[config.mk]
export PLATFORM = sky130hd
export DESIGN_NAME = pc_unit
export DESIGN_NICKNAME = d
export VERILOG_FILES = /design/src/rtl/pc_unit.sv
export SDC_FILE = /design/constraint.sdc
export NUM_CORES = 1
export LEC_CHECK = 0
export BUFFER_PORTS_ARGS = -buffer_cell sky130_fd_sc_hd__buf_2
export CORE_MARGIN = 2
export CORE_UTILIZATION = 47
export CTS_CLUSTER_SIZE = 40
export DETAILED_ROUTE_END_ITERATION = 10
export PLACE_DENSITY = 0.7
export SETUP_SLACK_MARGIN = 0.15
export SLEW_MARGIN = 15
export SYNTH_ARGS = -nofsm -noshare
export SYNTH_HDL_FRONTEND = slang
export SYNTH_SLANG_ARGS = --single-unit
[constraint.sdc]
create_clock -name clk -period 6 [get_ports clk]
set_input_delay 1.2 -clock clk [delete_from_list [all_inputs] [get_ports clk]]
set_output_delay 1.2 -clock clk [all_outputs]
set_load 0.02 [all_outputs]
[src/rtl/pc_unit.sv]
// Program counter with prioritised load/branch/increment and a circular return-address stack.
// One action per cycle; clr (synchronous) overrides everything, stall freezes all other state.
module pc_unit #(
  parameter int unsigned     WIDTH     = 32,
  parameter int unsigned     STEP      = 1,
  parameter logic [WIDTH-1:0] RESET_VEC = '0,
  parameter int unsigned     RAS_DEPTH = 4
) (
  input  logic             clk,
  input  logic             clr,
  input  logic [WIDTH-1:0] D,
  input  logic             wr,
  input  logic             conFFen,
  input  logic             conFFwr,
  input  logic             rel,
  input  logic             call,
  input  logic             ret,
  input  logic             inc,
  input  logic             stall,
  output logic [WIDTH-1:0] Q,
  output logic             ras_empty,
  output logic             ras_full,
  output logic             ras_ovf,
  output logic             ras_unf
);

  localparam int unsigned     PtrW    = $clog2(RAS_DEPTH);
  localparam logic [WIDTH-1:0] StepW   = WIDTH'(STEP);
  localparam logic [PtrW:0]    FullCnt = (PtrW + 1)'(RAS_DEPTH);

  logic [WIDTH-1:0] q_q, q_d;
  logic [PtrW-1:0]  ptr_q, ptr_d;
  logic [PtrW:0]    cnt_q, cnt_d;
  logic             ovf_q, ovf_d;
  logic             unf_q, unf_d;
  logic             push;
  logic [WIDTH-1:0] ret_addr;
  logic [WIDTH-1:0] mem_q [RAS_DEPTH];

  assign ret_addr = q_q + StepW;

  always_comb begin
    q_d   = q_q;
    ptr_d = ptr_q;
    cnt_d = cnt_q;
    ovf_d = ovf_q;
    unf_d = unf_q;
    push  = 1'b0;
    if (stall) begin
      // hold everything
    end else if (wr) begin
      q_d = D;
    end else if (conFFen && conFFwr) begin
      q_d = D;
    end else if (rel) begin
      q_d = q_q + D;
    end else if (call) begin
      q_d   = D;
      push  = 1'b1;
      ptr_d = ptr_q + 1'b1;
      // A full stack wraps onto its oldest entry, so count saturates.
      if (cnt_q == FullCnt) begin
        ovf_d = 1'b1;
      end else begin
        cnt_d = cnt_q + 1'b1;
      end
    end else if (ret) begin
      if (cnt_q == '0) begin
        unf_d = 1'b1;
      end else begin
        q_d   = mem_q[ptr_q];
        ptr_d = ptr_q - 1'b1;
        cnt_d = cnt_q - 1'b1;
      end
    end else if (inc) begin
      q_d = q_q + StepW;
    end
  end

  always_ff @(posedge clk) begin
    if (clr) begin
      q_q   <= RESET_VEC;
      ptr_q <= '0;
      cnt_q <= '0;
      ovf_q <= 1'b0;
      unf_q <= 1'b0;
    end else begin
      q_q   <= q_d;
      ptr_q <= ptr_d;
      cnt_q <= cnt_d;
      ovf_q <= ovf_d;
      unf_q <= unf_d;
    end
  end

  // Stack storage needs no reset; contents are don't-care once count is zero.
  always_ff @(posedge clk) begin
    if (!clr && push) begin
      mem_q[ptr_d] <= ret_addr;
    end
  end

  assign Q         = q_q;
  assign ras_empty = (cnt_q == '0);
  assign ras_full  = (cnt_q == FullCnt);
  assign ras_ovf   = ovf_q;
  assign ras_unf   = unf_q;

endmodule

=== After elaboration in Yosys (flattened, before gate mapping) ===
Memories as Yosys holds them, arrays and structs flattened. A register that Yosys moved wholly into a read port is not among the register bits.
Index checks and enable logic that the tools add are counted.

* Memory bits (writable): 128
* Output and inout bits: 36
* Bits in registers: 39
* Word-level logic and storage cells: 57
* Bits of input ports: 42
* Bits in read-only memories: 0
* Bits in latches: 0
* Memories kept: 1

* Eq/ne operators: 4
* Order comparisons: 0
* Multiply operators: 0
* Muxes and demuxes: 26
* Bitwise gates (word level): 5
* Reduce and logical (&&, ||, !) cells: 10
* Div/mod/pow operators: 0
* Shift operators: 0
* Add/sub/neg operators: 6

{| class="wikitable"
|+ Memory list
! memory !! words !! width !! read ports !! clocked after memory_dff !! write ports !! RTL line !! text
|-
| mem_q || 4 || 32 || 1 || 1 || 1 || 38 || <nowiki>logic [WIDTH-1:0] mem_q [RAS_DEPTH];</nowiki>
|}

{| class="wikitable"
|+ Operators by type and width
! kind !! count
|-
| two-way mux 32 bit || 7
|-
| adder 32 x 1 -> 32 bit, second input constant || 1
|-
| adder 32 bit || 1
|-
| two-way mux 2 bit || 8
|-
| AND reduction 7 bit || 2
|-
| two-way mux 3 bit || 4
|-
| two-way mux 1 bit || 7
|-
| != test 6 x 5 -> 1 bit, second input constant || 1
|-
| AND reduction 6 bit || 1
|-
| nonzero test 6 bit || 1
|-
| inverter 1 bit || 5
|-
| != test 2 bit, second input constant || 2
|-
| adder 3 x 1 -> 3 bit, second input constant || 1
|-
| == test 3 bit, second input constant || 1
|-
| logical NOT 3 bit || 1
|-
| AND reduction 3 bit || 1
|-
| subtractor 3 x 1 -> 3 bit, second input constant || 1
|-
| adder 2 x 1 -> 2 bit, second input constant || 1
|-
| logical AND 1 bit || 2
|-
| nonzero test 2 bit || 1
|-
| subtractor 2 x 1 -> 2 bit, second input constant || 1
|-
| logical NOT 1 bit || 1
|}

=== Depth between registers and ports, before layout ===
* Depth in word-level cells: 9
* Depth in mapped cells: 11
* Mapped depth without buffers: 11

=== Worst setup path before layout ===
No wires, ideal clock.

* Path kind: in2reg
* Start point: in call
* End point: mem mem_q[0][0], enable pin
* Arrival: 5.530 ns
* Cell stages on the path: 5
* Setup time: 0.513 ns
* Path buffers: 3
* Setup slack: -0.043 ns
* Required time: 5.487 ns
* Cell sequence: clkbuf_1 > clkbuf_1 > buf_1 > nand2_1 > nor4b_1

* Cells in the longest elaborated chain, start to end: 8
* Elaborated cells on any way between the ends: 13
* Classes of those cells: mux (12); reduce/logical (1)

{| class="wikitable"
|+ RTL lines
! element !! RTL line !! text
|-
| start: declaration || 16 || <nowiki>input logic call,</nowiki>
|-
| two-way mux 1 bit || 57 || <nowiki>end else if (call) begin</nowiki>
|-
| two-way mux 1 bit || 55 || <nowiki>end else if (rel) begin</nowiki>
|-
| two-way mux 1 bit || 53 || <nowiki>end else if (conFFen && conFFwr) begin</nowiki>
|-
| two-way mux 1 bit || 51 || <nowiki>end else if (wr) begin</nowiki>
|-
| two-way mux 1 bit || 49 || <nowiki>if (stall) begin</nowiki>
|-
| logical AND 1 bit || 98 || <nowiki>if (!clr && push) begin</nowiki>
|-
| two-way mux 1 bit || 98 ||
|-
| two-way mux 1 bit (implied by the code) || 99 || <nowiki>mem_q[ptr_d] <= ret_addr;</nowiki>
|-
| end: declaration || 38 ||
|}

Parallel ways exist; a longest one is shown, timed or not.

=== Worst setup path after layout ===
* Start point: in conFFen
* End point: reg q_q[24], in the netlist Q[24]

* Cells in the longest elaborated chain, start to end: 3
* Elaborated cells on any way between the ends: 6
* Classes of those cells: eq/ne (1); mux (2); reduce/logical (3)

{| class="wikitable"
|+ RTL lines
! element !! RTL line !! text
|-
| start: declaration || 13 || <nowiki>input logic conFFen,</nowiki>
|-
| logical AND 1 bit (*) || 53 ||
|-
| != test 6 x 5 -> 1 bit (no source line), or another cell as far along || - ||
|-
| AND reduction 3 bit (no source line) or two-way mux 32 bit (tied branches) || - ||
|-
| end signal: assignment || 88 || <nowiki>q_q <= q_d;</nowiki>
|-
| end: declaration || 31 || <nowiki>logic [WIDTH-1:0] q_q, q_d;</nowiki>
|}

Mark *: on every way between the ends. The rest lies on a longest branch, timed or not.
A chain may end at the register's enable or synchronous reset.

==> results.json <==
{
  "place_hpwl_mm": 18.42,
  "detailedRoute.firstPassIterationCount": 5,
  "wl_met3_mm": 2.097,
  "syn_avg_cell_area_um2": 11.15,
  "synth_area_leaders": "sky130_fd_sc_hd__edfxtp_1 (41%), sky130_fd_sc_hd__dfxtp_1 (8.3%), sky130_fd_sc_hd__mux4_2 (7.6%)",
  "totalWireLength_mm": 25.98,
  "setup.worst_path.end_class": "register",
  "finalHoldViolations": 0,
  "synth_top_family_by_area": "compound AO/OA/AOI/OAI gates",
  "detail_routed_via_count_per_cell": 6.324,
  "number_of_cells_upsized_or_downsized_after_cts": 0,
  "synth_fp_nets": 922,
  "muxShareOfSynthArea": 0.09169,
  "finalSetupViolCount": 0,
  "holdPathStages": 2,
  "port_buffers": 77,
  "synth_ff_type": "sky130_fd_sc_hd__edfxtp_1",
  "synth_xor_xnor_area_share": 0.05188,
  "cp_data_arrival_time_ns": 4.29,
  "setup_total_negative_slack_ns": 0,
  "synth_compound_gate_area_share": 0.1588,
  "cp_cell_sequence": "buf_2 > a21o_1 > nor3_1 > a31o_2 > nor2_1 > o21ai_0 > a21oi_1 > a22oi_1 > o21ai_1",
  "hold_buf_cts": 0,
  "cellLeakagePower_nw": 3.877,
  "slew_viol_final": 0,
  "max-slew-margin-rel": 0.2367,
  "num-nets-final": 985,
  "postSynth.asyncResetShare": 0,
  "hold_path.class": "register to register",
  "synth.largest_area_cell": "sky130_fd_sc_hd__edfxtp_1",
  "ff2ff_path_depth": 10,
  "cell_area_after_placement_um2": 10120,
  "die-area_um2": 21210,
  "path_class": "primary input to register",
  "synth_largest_type_area_fraction": 0.4076,
  "fin_crit_ns": 3.980,
  "postRouteAntennaNets": 0,
  "start_kind": "primary input",
  "peak_supply_drop_v": 0.0001939,
  "postSynthCellCount": 846,
  "grt_first_pass_wirelength_mm": 40.30,
  "worst_path_max_delay_cell": "sky130_fd_sc_hd__nor3_1",
  "synth_edf_count": 128,
  "critical_path_peak_fanout": 24,
  "routed_wire_length_per_instance_um": 21.91,
  "worst-path-stages": 9,
  "clock_sinks": 167,
  "layout_area_growth_over_synthesis_pct": 13.30,
  "drt_iter0_markers": 731,
  "cp.buffers_inverters": 1,
  "timing.critical_path.max_delay_family": "compound AO/OA/AOI/OAI gates",
  "data_required_time_of_the_critical_path_ns": 6.31,
  "maxUsedRoutingLayer": "met4",
  "grt_remaining_overflow": 0,
  "number_of_antenna_violations_at_the_first_check_in_global_routing": 0,
  "max_slew.worst_pin.slew_ns": 1.136,
  "clock_tree_from_tritoncts": "yes",
  "instances_no_fill": 1186,
  "fmaxAchievable_mhz": 251.2,
  "clkLatencyLatePin_ns": 0.43,
  "synthAdderAreaFrac": 0.04671,
  "synth_warnings": 0,
  "n_antenna_cell": 0,
  "total_power_mw": 2.874,
  "ys_ff_latch": 167,
  "die_h_um": 145.6,
  "drc": 0,
  "final_min_period_over_clock_period": 0.6634,
  "seq_area_frac_synth": 0.4904,
  "io-pin-count": 78,
  "synth_simple_gate_area_frac": 0.1359,
  "share_of_layout_cells_above_drive_strength_1": 0.1933,
  "vias": 7500,
  "cellPowerDensity_nw_per_um2": 269.1,
  "syn_area_um2": 9429,
  "core_area_um2": 19590,
  "global_route.usage.total": 0.2441,
  "globalplace.congestion": 0.9499,
  "number_of_buffers_inserted_during_clock_tree_synthesis": 17,
  "number_of_global_route_vias_before_repair": 7120,
  "floorplan.initialDensity": 0.4813,
  "die_w_um": 145.6,
  "cts_root_buf": "sky130_fd_sc_hd__clkbuf_16",
  "rsz0062_at_grt": "no",
  "final_design_area_no_fill_um2": 10680,
  "drv_cap": 0,
  "cts-root-to-sink-buffers": 2,
  "status": "complete, no violations",
  "fin_skew_ns": 0.01113,
  "rows": 51,
  "cts_setup_buffers": 0,
  "clk_transition_reported_paths_ns": 0.07,
  "met2_length_mm": 12.88,
  "cts_htree_levels": 4,
  "post_synth_num_cell_types": 78,
  "numPlacedInstances": 1155,
  "critPathMaxStageDelay_ns": 0.99,
  "routedLengthMet1_mm": 10.54,
  "grt_start_max_net_pins": 40
}
## cells in the final DEF, fill, tap and decap left out, drive strengths merged, types with 29 or more instances in the layout
| master | count |
|---|---|
| a21oi | 54 |
| buf | 89 |
| dfxtp | 39 |
| edfxtp | 128 |
| ha | 32 |
| mux4 | 32 |
| nand2 | 72 |
| nor2 | 65 |
| nor3 | 33 |
| o21ai | 39 |
| xor2 | 29 |
## sequential cells by signal, summed over array words and instances (netlist names)
signal,flops
mem_q,128
Q,32
cnt_q,3
ptr_q,2
ras_ovf,1
ras_unf,1
## final timing paths
path                        start                    to  slack [ns]
max                       conFFen    Q[24]$_SDFFE_PP0P_        2.02
min          ras_ovf$_SDFFE_PP0P_  ras_ovf$_SDFFE_PP0P_        0.49
max reg2reg     Q[0]$_SDFFE_PP0P_    Q[30]$_SDFFE_PP0P_        2.71
min reg2reg  ras_ovf$_SDFFE_PP0P_  ras_ovf$_SDFFE_PP0P_        0.49
## metal layers
| layer | track usage | vias up |
|---|---|---|
| met5 | 0 | - |
| met2 | 0.4116 | 358 |
| met1 | 0.3305 | 3693 |
| met4 | 0.05294 | 0 |
| li1 | - | 3403 |
| met3 | 0.04734 | 46 |
## cell usage after synthesis, drive strengths merged (3+ instances only)
library cell,number
a211oi,10
and4,3
dfxtp,39
nand3,24
o21bai,4
a31oi,9
nand2b,16
nand4,10
a41oi,3
mux4,32
a21boi,7
clkinv,3
o31ai,3
nand2,72
o21ai,39
buf,10
nor4b,4
o21a,3
ha,32
o22ai,11
mux2i,11
a22o,4
xor2,29
o211ai,13
a31o,3
or3,6
a311oi,4
clkbuf,35
mux2,3
inv,12
o2111ai,4
a21o,14
nor2,65
a221oi,9
nor4,6
a21oi,54
nor3,33
a211o,3
edfxtp,128
nor2b,8
and3,10
xnor2,26
## cells by family (layout without fill, tap and decap cells)
logic type      after synthesis  in the layout
simple gates                263            263
fa+ha+maj                    34             34
compound gates              221            221
buf+inv                      60            135
mux                          46             46
xor+xnor                     55             55
flops                       167            167
## tightest hold or removal path, stage by stage (launching register included)
cell and delay [ns]:
sky130_fd_sc_hd__dfxtp_1 0.34, sky130_fd_sc_hd__a31oi_1 0.04, sky130_fd_sc_hd__nor2_1 0.07
## cell type report
| cell class | instances | area, µm² |
|---|---|---|
| clock inverters | 14 | 141.4 |
| fillers | 1694 | 8907 |
| repair buffers | 89 | 475.5 |
| flip-flops and latches | 167 | 4627 |
| well taps | 265 | 331.6 |
| multi-input cells | 619 | 4626 |
| clock buffers | 17 | 425.4 |
| inverters | 15 | 56.30 |
## per-stage QoR
stage            util  hold WS, ns  setup slack [ns]
5_1_grt        0.5453       0.4933             1.835
6_report       0.5453       0.4855             2.020
3_3_place_gp   0.5164       0.4440             1.898
2_1_floorplan       -       0.4659            0.2265
3_5_place_dp   0.5164       0.4644             1.828
4_1_cts        0.5453       0.4817             2.192
## power by group
| part | switching, mW | internal, mW |
|---|---|---|
| clock | 0.495 | 0.548 |
| combinational | 0.315 | 0.186 |
| sequential | 0.0523 | 1.28 |
| total | 0.862 | 2.01 |
(Power assumes the default switching activity.)
